## src/rtl/spi_flash_reader_pkg.sv

```systemverilog
// Shared constants, state encoding and byte-order helper for the SPI flash reader.
package flash_pkg;

    localparam logic [7:0] FLASH_CMD_READ  = 8'h03;
    localparam int         FLASH_XFER_BITS = 64;

    typedef enum logic {
        IDLE = 1'b0,
        XFER = 1'b1
    } flash_state_e;

    // The flash streams b0..b3 MSB first, so after 32 left shifts b0 sits in
    // [31:24]; the core wants b0 in [7:0].
    function automatic logic [31:0] flash_le_word(input logic [31:0] s);
        return {s[7:0], s[15:8], s[23:16], s[31:24]};
    endfunction

endpackage

```

## src/rtl/spi_flash_reader_if.sv

```systemverilog
// Core-side read bus of the flash region: strobe/address in, data/busy out.
interface spi_flash_reader_if;
    logic        rstrb;
    logic [23:0] addr;
    logic [31:0] rdata;
    logic        rbusy;

    modport master (output rstrb, output addr, input rdata, input rbusy);
    modport slave  (input rstrb, input addr, output rdata, output rbusy);
endinterface

```

## src/rtl/spi_flash_reader_spi_clk_div.sv

```systemverilog
// Half-period tick generator: tick_o pulses every CLK_DIV cycles, held in
// phase by a synchronous clear.
module spi_clk_div #(
    parameter int unsigned CLK_DIV = 1
) (
    input  logic clk,
    input  logic reset,
    input  logic clr_i,
    output logic tick_o
);
    logic [7:0] cnt_q, cnt_d;

    assign tick_o = (cnt_q == 8'(CLK_DIV - 1));

    // Count up, restart on tick or clear.
    always_comb begin
        cnt_d = cnt_q + 8'd1;
        if (clr_i || tick_o) cnt_d = '0;
    end

    // Divider counter register.
    always_ff @(posedge clk) begin
        if (!reset) cnt_q <= '0;
        else        cnt_q <= cnt_d;
    end
endmodule

```

## src/rtl/spi_flash_reader.sv

```systemverilog
// Read-only SPI NOR flash port: one READ (0x03) per strobe, returns a
// little-endian 32-bit word, rbusy high for the whole transfer.
module spi_flash_reader
    import flash_pkg::*;
#(
    parameter int unsigned CLK_DIV = 1
) (
    input  logic               clk,
    input  logic               reset,
    spi_flash_reader_if.slave  bus,
    output logic               spi_cs_n,
    output logic               spi_clk,
    output logic               spi_mosi,
    input  logic               spi_miso
);
    flash_state_e state_q, state_d;
    logic [31:0]  out_q, out_d;
    logic [31:0]  in_q, in_d;
    logic [31:0]  rdata_q, rdata_d;
    logic [5:0]   cnt_q, cnt_d;
    logic         cs_n_q, cs_n_d;
    logic         sclk_q, sclk_d;
    logic         mosi_q, mosi_d;
    logic         busy_q, busy_d;
    logic         tick;

    // Word alignment drops the two low address bits.
    logic unused_addr;
    assign unused_addr = &{1'b0, bus.addr[1:0]};

    // The divider only runs during a transfer so each slot starts in phase.
    spi_clk_div #(.CLK_DIV(CLK_DIV)) u_div (
        .clk    (clk),
        .reset  (reset),
        .clr_i  (state_q == IDLE),
        .tick_o (tick)
    );

    assign spi_cs_n  = cs_n_q;
    assign spi_clk   = sclk_q;
    assign spi_mosi  = mosi_q;
    assign bus.rdata = rdata_q;
    assign bus.rbusy = busy_q;

    // Next-state: strobe accept in IDLE, bit slots sequenced by divider ticks.
    always_comb begin
        state_d = state_q;
        out_d   = out_q;
        in_d    = in_q;
        rdata_d = rdata_q;
        cnt_d   = cnt_q;
        cs_n_d  = cs_n_q;
        sclk_d  = sclk_q;
        mosi_d  = mosi_q;
        busy_d  = busy_q;
        case (state_q)
            IDLE: begin
                if (bus.rstrb) begin
                    out_d   = {FLASH_CMD_READ, bus.addr[23:2], 2'b00};
                    cs_n_d  = 1'b0;
                    sclk_d  = 1'b0;
                    busy_d  = 1'b1;
                    mosi_d  = FLASH_CMD_READ[7];
                    cnt_d   = '0;
                    state_d = XFER;
                end
            end
            XFER: begin
                if (tick) begin
                    if (!sclk_q) begin
                        sclk_d = 1'b1;
                    end else begin
                        // Falling edge: sample, shift, advance the slot.
                        sclk_d = 1'b0;
                        out_d  = {out_q[30:0], 1'b0};
                        // After 32 shifts out_d is all zero, so data slots drive 0.
                        mosi_d = out_d[31];
                        cnt_d  = cnt_q + 6'd1;
                        if (cnt_q[5]) in_d = {in_q[30:0], spi_miso};
                        if (cnt_q == 6'(FLASH_XFER_BITS - 1)) begin
                            rdata_d = flash_le_word(in_d);
                            cs_n_d  = 1'b1;
                            busy_d  = 1'b0;
                            mosi_d  = 1'b0;
                            cnt_d   = '0;
                            state_d = IDLE;
                        end
                    end
                end
            end
        endcase
    end

    // State and datapath registers with synchronous active-low reset.
    always_ff @(posedge clk) begin
        if (!reset) begin
            state_q <= IDLE;
            out_q   <= '0;
            in_q    <= '0;
            rdata_q <= '0;
            cnt_q   <= '0;
            cs_n_q  <= 1'b1;
            sclk_q  <= 1'b0;
            mosi_q  <= 1'b0;
            busy_q  <= 1'b0;
        end else begin
            state_q <= state_d;
            out_q   <= out_d;
            in_q    <= in_d;
            rdata_q <= rdata_d;
            cnt_q   <= cnt_d;
            cs_n_q  <= cs_n_d;
            sclk_q  <= sclk_d;
            mosi_q  <= mosi_d;
            busy_q  <= busy_d;
        end
    end
endmodule

```

## src/flat_wrapper.sv

```systemverilog
// flat-port wrapper written by rule: the top's interface ports become plain ports
module spi_flash_reader_flat import flash_pkg::*;
#(
    parameter int unsigned CLK_DIV = 1
)
  (clk, reset, spi_cs_n, spi_clk, spi_mosi, spi_miso, bus_rstrb, bus_addr, bus_rdata, bus_rbusy);
  spi_flash_reader_if bus_i ();
  input  logic clk;
  input  logic reset;
  output logic spi_cs_n;
  output logic spi_clk;
  output logic spi_mosi;
  input  logic spi_miso;
  input wire logic [$bits(bus_i.rstrb)-1:0] bus_rstrb;
  input wire logic [$bits(bus_i.addr)-1:0] bus_addr;
  output wire logic [$bits(bus_i.rdata)-1:0] bus_rdata;
  output wire logic [$bits(bus_i.rbusy)-1:0] bus_rbusy;
  assign bus_i.rstrb = bus_rstrb;
  assign bus_i.addr = bus_addr;
  assign bus_rdata = bus_i.rdata;
  assign bus_rbusy = bus_i.rbusy;
  spi_flash_reader #(.CLK_DIV(CLK_DIV)) u_core (.clk(clk), .reset(reset), .bus(bus_i), .spi_cs_n(spi_cs_n), .spi_clk(spi_clk), .spi_mosi(spi_mosi), .spi_miso(spi_miso));
endmodule
```

## config.mk

```make
export PLATFORM = sky130hd
export DESIGN_NAME = spi_flash_reader_flat
export DESIGN_NICKNAME = d
export VERILOG_FILES = /design/src/rtl/spi_flash_reader_pkg.sv /design/src/rtl/spi_flash_reader_if.sv /design/src/rtl/spi_flash_reader_spi_clk_div.sv /design/src/rtl/spi_flash_reader.sv /design/src/flat_wrapper.sv
export SDC_FILE = /design/constraint.sdc
export NUM_CORES = 1
export LEC_CHECK = 0
export ABC_AREA = 1
export BUFFER_PORTS_ARGS = -buffer_cell sky130_fd_sc_hd__buf_2
export CAP_MARGIN = 20
export CORE_ASPECT_RATIO = 0.75
export CORE_MARGIN = 1.5
export CORE_UTILIZATION = 60
export DETAILED_ROUTE_END_ITERATION = 16
export HOLD_SLACK_MARGIN = 0.1
export PLACE_DENSITY = 0.85
export REMOVE_ABC_BUFFERS = 1
export SLEW_MARGIN = 20
export SYNTH_ARGS = -nofsm -noshare
export SYNTH_HDL_FRONTEND = slang
export SYNTH_HIERARCHICAL = 1
export SYNTH_SLANG_ARGS = --single-unit
```

## constraint.sdc

```tcl
create_clock -name clk -period 4.6 [get_ports clk]
set_input_delay 0.92 -clock clk [delete_from_list [all_inputs] [get_ports clk]]
set_output_delay 0.92 -clock clk [all_outputs]
set_load 0.005 [all_outputs]
```

==> run_results.csv <==
group,metric,value,unit
job,cap_violations,0,
sta,period_share,50.9,%
critical_path,crit_type,"in2reg",
critical_path,worstReg2RegEnd,"u_core/cnt_q[2]",
synthesis,synth_edf_count,0,
route,vias_per_cell,5.34,
final_layout,final_cells,775,
route,antenna_left,0,
route,drc,0,
global_routing,grt-ovfl-total,0,
floorplan,die_h,79.3,µm
global_routing,grt_pass1_wl,16.6,mm
critical_path,r2r_slack,2.26,ns
synthesis,yosysUniqueCellTypes,34,
route,drt-pass1-iter-count,6,
synthesis,async_reset_ff_share,0,%
floorplan,dieArea,8310,µm²
synthesis,synth-main-ff-cell,"dfxtp_1",
global_routing,grt_antenna_before_repair,0,
clock_tree,hold_buffers,0,
floorplan,rows,27,
power_and_ir_drop,ir_drop,0.170,mV
worst_hold_path,min_to,"u_core/out_q[24]",
global_routing,grt_pass1_vias,3833,
clock_tree,insertion_delay,0.37,ns
clock_tree,postCtsSetupBuffers,0,
floorplan,floorplan.initialDensity,62.7,%
floorplan,core,7430,µm²
place,port_buffers,61,
global_routing,grt_start_max_net_pins,53,
synthesis,yosysSeqAreaShare,48.1,%
floorplan,num_io_pins,64,
global_routing,grt_use_total,24.4,%
clock_tree,htree_levels,3,
synthesis,synth_area,4660,µm²
power_and_ir_drop,switching_share,24.0,%
route,via_count,4136,
route,wl_per_cell,12.8,µm
clock_tree,cts_root_buf,"clkbuf_8",
power_and_ir_drop,leakagePower,1.96,nW
final_layout,final_area,5130,µm²
clock_tree,postCtsResizedCells,0,
sta,relSlewSlack,46.5,%
synthesis,synth.avg_cell_area,7.39,µm²
clock_tree,clockBufferDepth,2,
final_layout,fillers,643,
critical_path,reg2reg_from,"u_core/u_div/cnt_q[0]",
sta,hold_ws,0.466,ns
final_layout,antennaDiodeCount,0,
clock_tree,cts_tree,"built",
sta,max_clock_freq,0.427,GHz
power_and_ir_drop,power.total,1.70,mW
final_layout,multiInputGateArea,2030,µm²
critical_path,crit_required,4.91,ns
sta,hold_viol,0,
synthesis,ys_warn_count,6,
final_layout,final_common_cell,"nand2_1",
place,dp.cells,759,
critical_path,reg2reg_depth,9,
final_layout,nNetsFinal,700,
place,post-dp-hpwl,6.38,mm
power_and_ir_drop,power_density,332,nW/µm²
final_layout,syn2layout_area_growth,10.0,%
power_and_ir_drop,p_seq_share,59.5,%
clock_tree,cts_sinks,112,
power_and_ir_drop,p_sw,409,µW
final_layout,seqCellArea,2240,µm²
worst_hold_path,worstHoldPathCells,2,
sta,finalMaxSlewViolations,0,
clock_tree,clk_pin_slew,0.10,ns
final_layout,final_cell_mix,"nand2_1 (181), dfxtp_1 (112), o21ai_0 (79)",
sta,fin_crit,2.34,ns
clock_tree,numCtsBuffers,9,
route,drt_iter0_drc,262,
floorplan,fp.dieW,105,µm
power_and_ir_drop,power_frac_clock,33.8,%
route,drt_wl_total,9.90,mm
final_layout,layout-drive-gt1-share,14.7,%
place,gp_congestion,0.787,
critical_path,cp-start-kind,"input port",
status,status,"finished clean",
power_and_ir_drop,p_int,1.29,mW
sta,setup_violations,0,
critical_path,cp_max_fo,52,
power_and_ir_drop,combPwrFrac,6.7,%
sta,setup_tns,0,ns
worst_hold_path,worstHoldStart,"u_core/out_q[24]",
sta,tightest_slew,0.801,ns
critical_path,cp-end-kind,"register",
worst_hold_path,hp-class,"reg2reg",
critical_path,critical_path_arrival,2.65,ns
sta,rsz0062_at_grt,"no",
place,placed_area,4930,µm²
synthesis,synth_seq_cells,112,
sta,finalClockSkew,0.0104,ns
synthesis,syn_inst,631,
-- through the flow --
stage,worst slack (ns),util (%)
3_5_place_dp,1.91,66.4
5_1_grt,2.03,69.0
4_1_cts,2.26,69.0
6_report,2.26,69.0
2_1_floorplan,2.10,-
3_3_place_gp,1.96,66.4
-- synthesized netlist by cell type (2+ instances only) --
cell | number | area, µm²
nand3_1 | 11 | 55.1
xor2_1 | 2 | 17.5
buf_6 | 2 | 22.5
inv_2 | 3 | 11.3
buf_4 | 5 | 37.5
nor2_4 | 2 | 22.5
o21ai_1 | 7 | 35.0
nand2_2 | 6 | 37.5
nor2_1 | 42 | 158
o32ai_1 | 4 | 35.0
o21ai_0 | 79 | 395
inv_1 | 44 | 165
xnor2_1 | 2 | 17.5
nor2_2 | 3 | 18.8
a31oi_1 | 21 | 131
clkbuf_1 | 18 | 67.6
ha_1 | 3 | 37.5
a21oi_1 | 57 | 285
nand2_1 | 181 | 679
dfxtp_1 | 112 | 2240
buf_2 | 13 | 65.1
o31ai_1 | 2 | 15.0
-- critical path, stage by stage --
cell,delay [ns]
buf_2,0.07
buf_4,0.37
inv_2,0.42
a21oi_4,0.32
nand2_2,0.15
o21ai_1,0.17
o21ai_1,0.10
nor2_1,0.10
-- flip-flops by register name (all words and copies together), names as in the netlist --
register            count
u_core/bus.rbusy        1
u_core/bus.rdata       32
u_core/cnt_q            6
u_core/in_q            32
u_core/out_q           29
u_core/spi_clk          1
u_core/spi_cs_n         1
u_core/spi_mosi         1
u_core/state_q          1
u_core/u_div/cnt_q      8
-- kinds of logic after synthesis --
| kind of cell | share of synthesized area (%) |
|---|---|
| AOI/OAI and AO/OA | 20.3 |
| adders and majority gates | 0.805 |
| buffers and inverters | 8.24 |
| xor gates and xnor gates | 0.752 |
| and+or+nand+nor | 21.8 |
| DFF | 48.1 |
-- power groups by stage --
stage                     Sequential [mW]  Clock (mW)  Combinational (mW)
after global placement               1.03           0               0.108
after floorplan                      1.03           0              0.0692
after detailed placement             1.03           0               0.113
final                                1.01       0.575               0.114
after CTS                            1.01       0.591               0.113
after global routing                 1.01       0.624               0.129
-- final cells by class --
| cell class | count | share of cell area, % |
|---|---|---|
| clock buffer | 11 | 2.56 |
| clock inverter | 5 | 1.22 |
| inverter | 49 | 3.66 |
| multi-input combinational | 431 | 39.7 |
| sequential | 112 | 43.7 |
| tap | 101 | 2.46 |
| timing repair buffer | 66 | 6.69 |
-- routing by layer --
metal  track usage, %  vias up  routed length, µm
met5                0        -                  0
met4             6.71        0                 21
met3             5.83        4                493
met2             44.1      105               4780
met1             29.2     1902               4610
li1                 -     2125                  -
-- how the worst max path moves through the flow --
stage | startpoint | endpoint | slack (ns) | depth (start not counted)
2_1_floorplan | u_core/state_q | u_core/bus.rdata[0] | 2.10 | 6
3_3_place_gp | reset | u_core/cnt_q[5] | 1.96 | 8
3_5_place_dp | reset | u_core/cnt_q[5] | 1.91 | 8
4_1_cts | u_core/u_div/cnt_q[0] | u_core/cnt_q[2] | 2.26 | 9
5_1_grt | u_core/u_div/cnt_q[0] | u_core/cnt_q[3] | 2.03 | 10
6_report | reset | u_core/cnt_q[5] | 2.26 | 8
(Power assumes the default switching activity.)
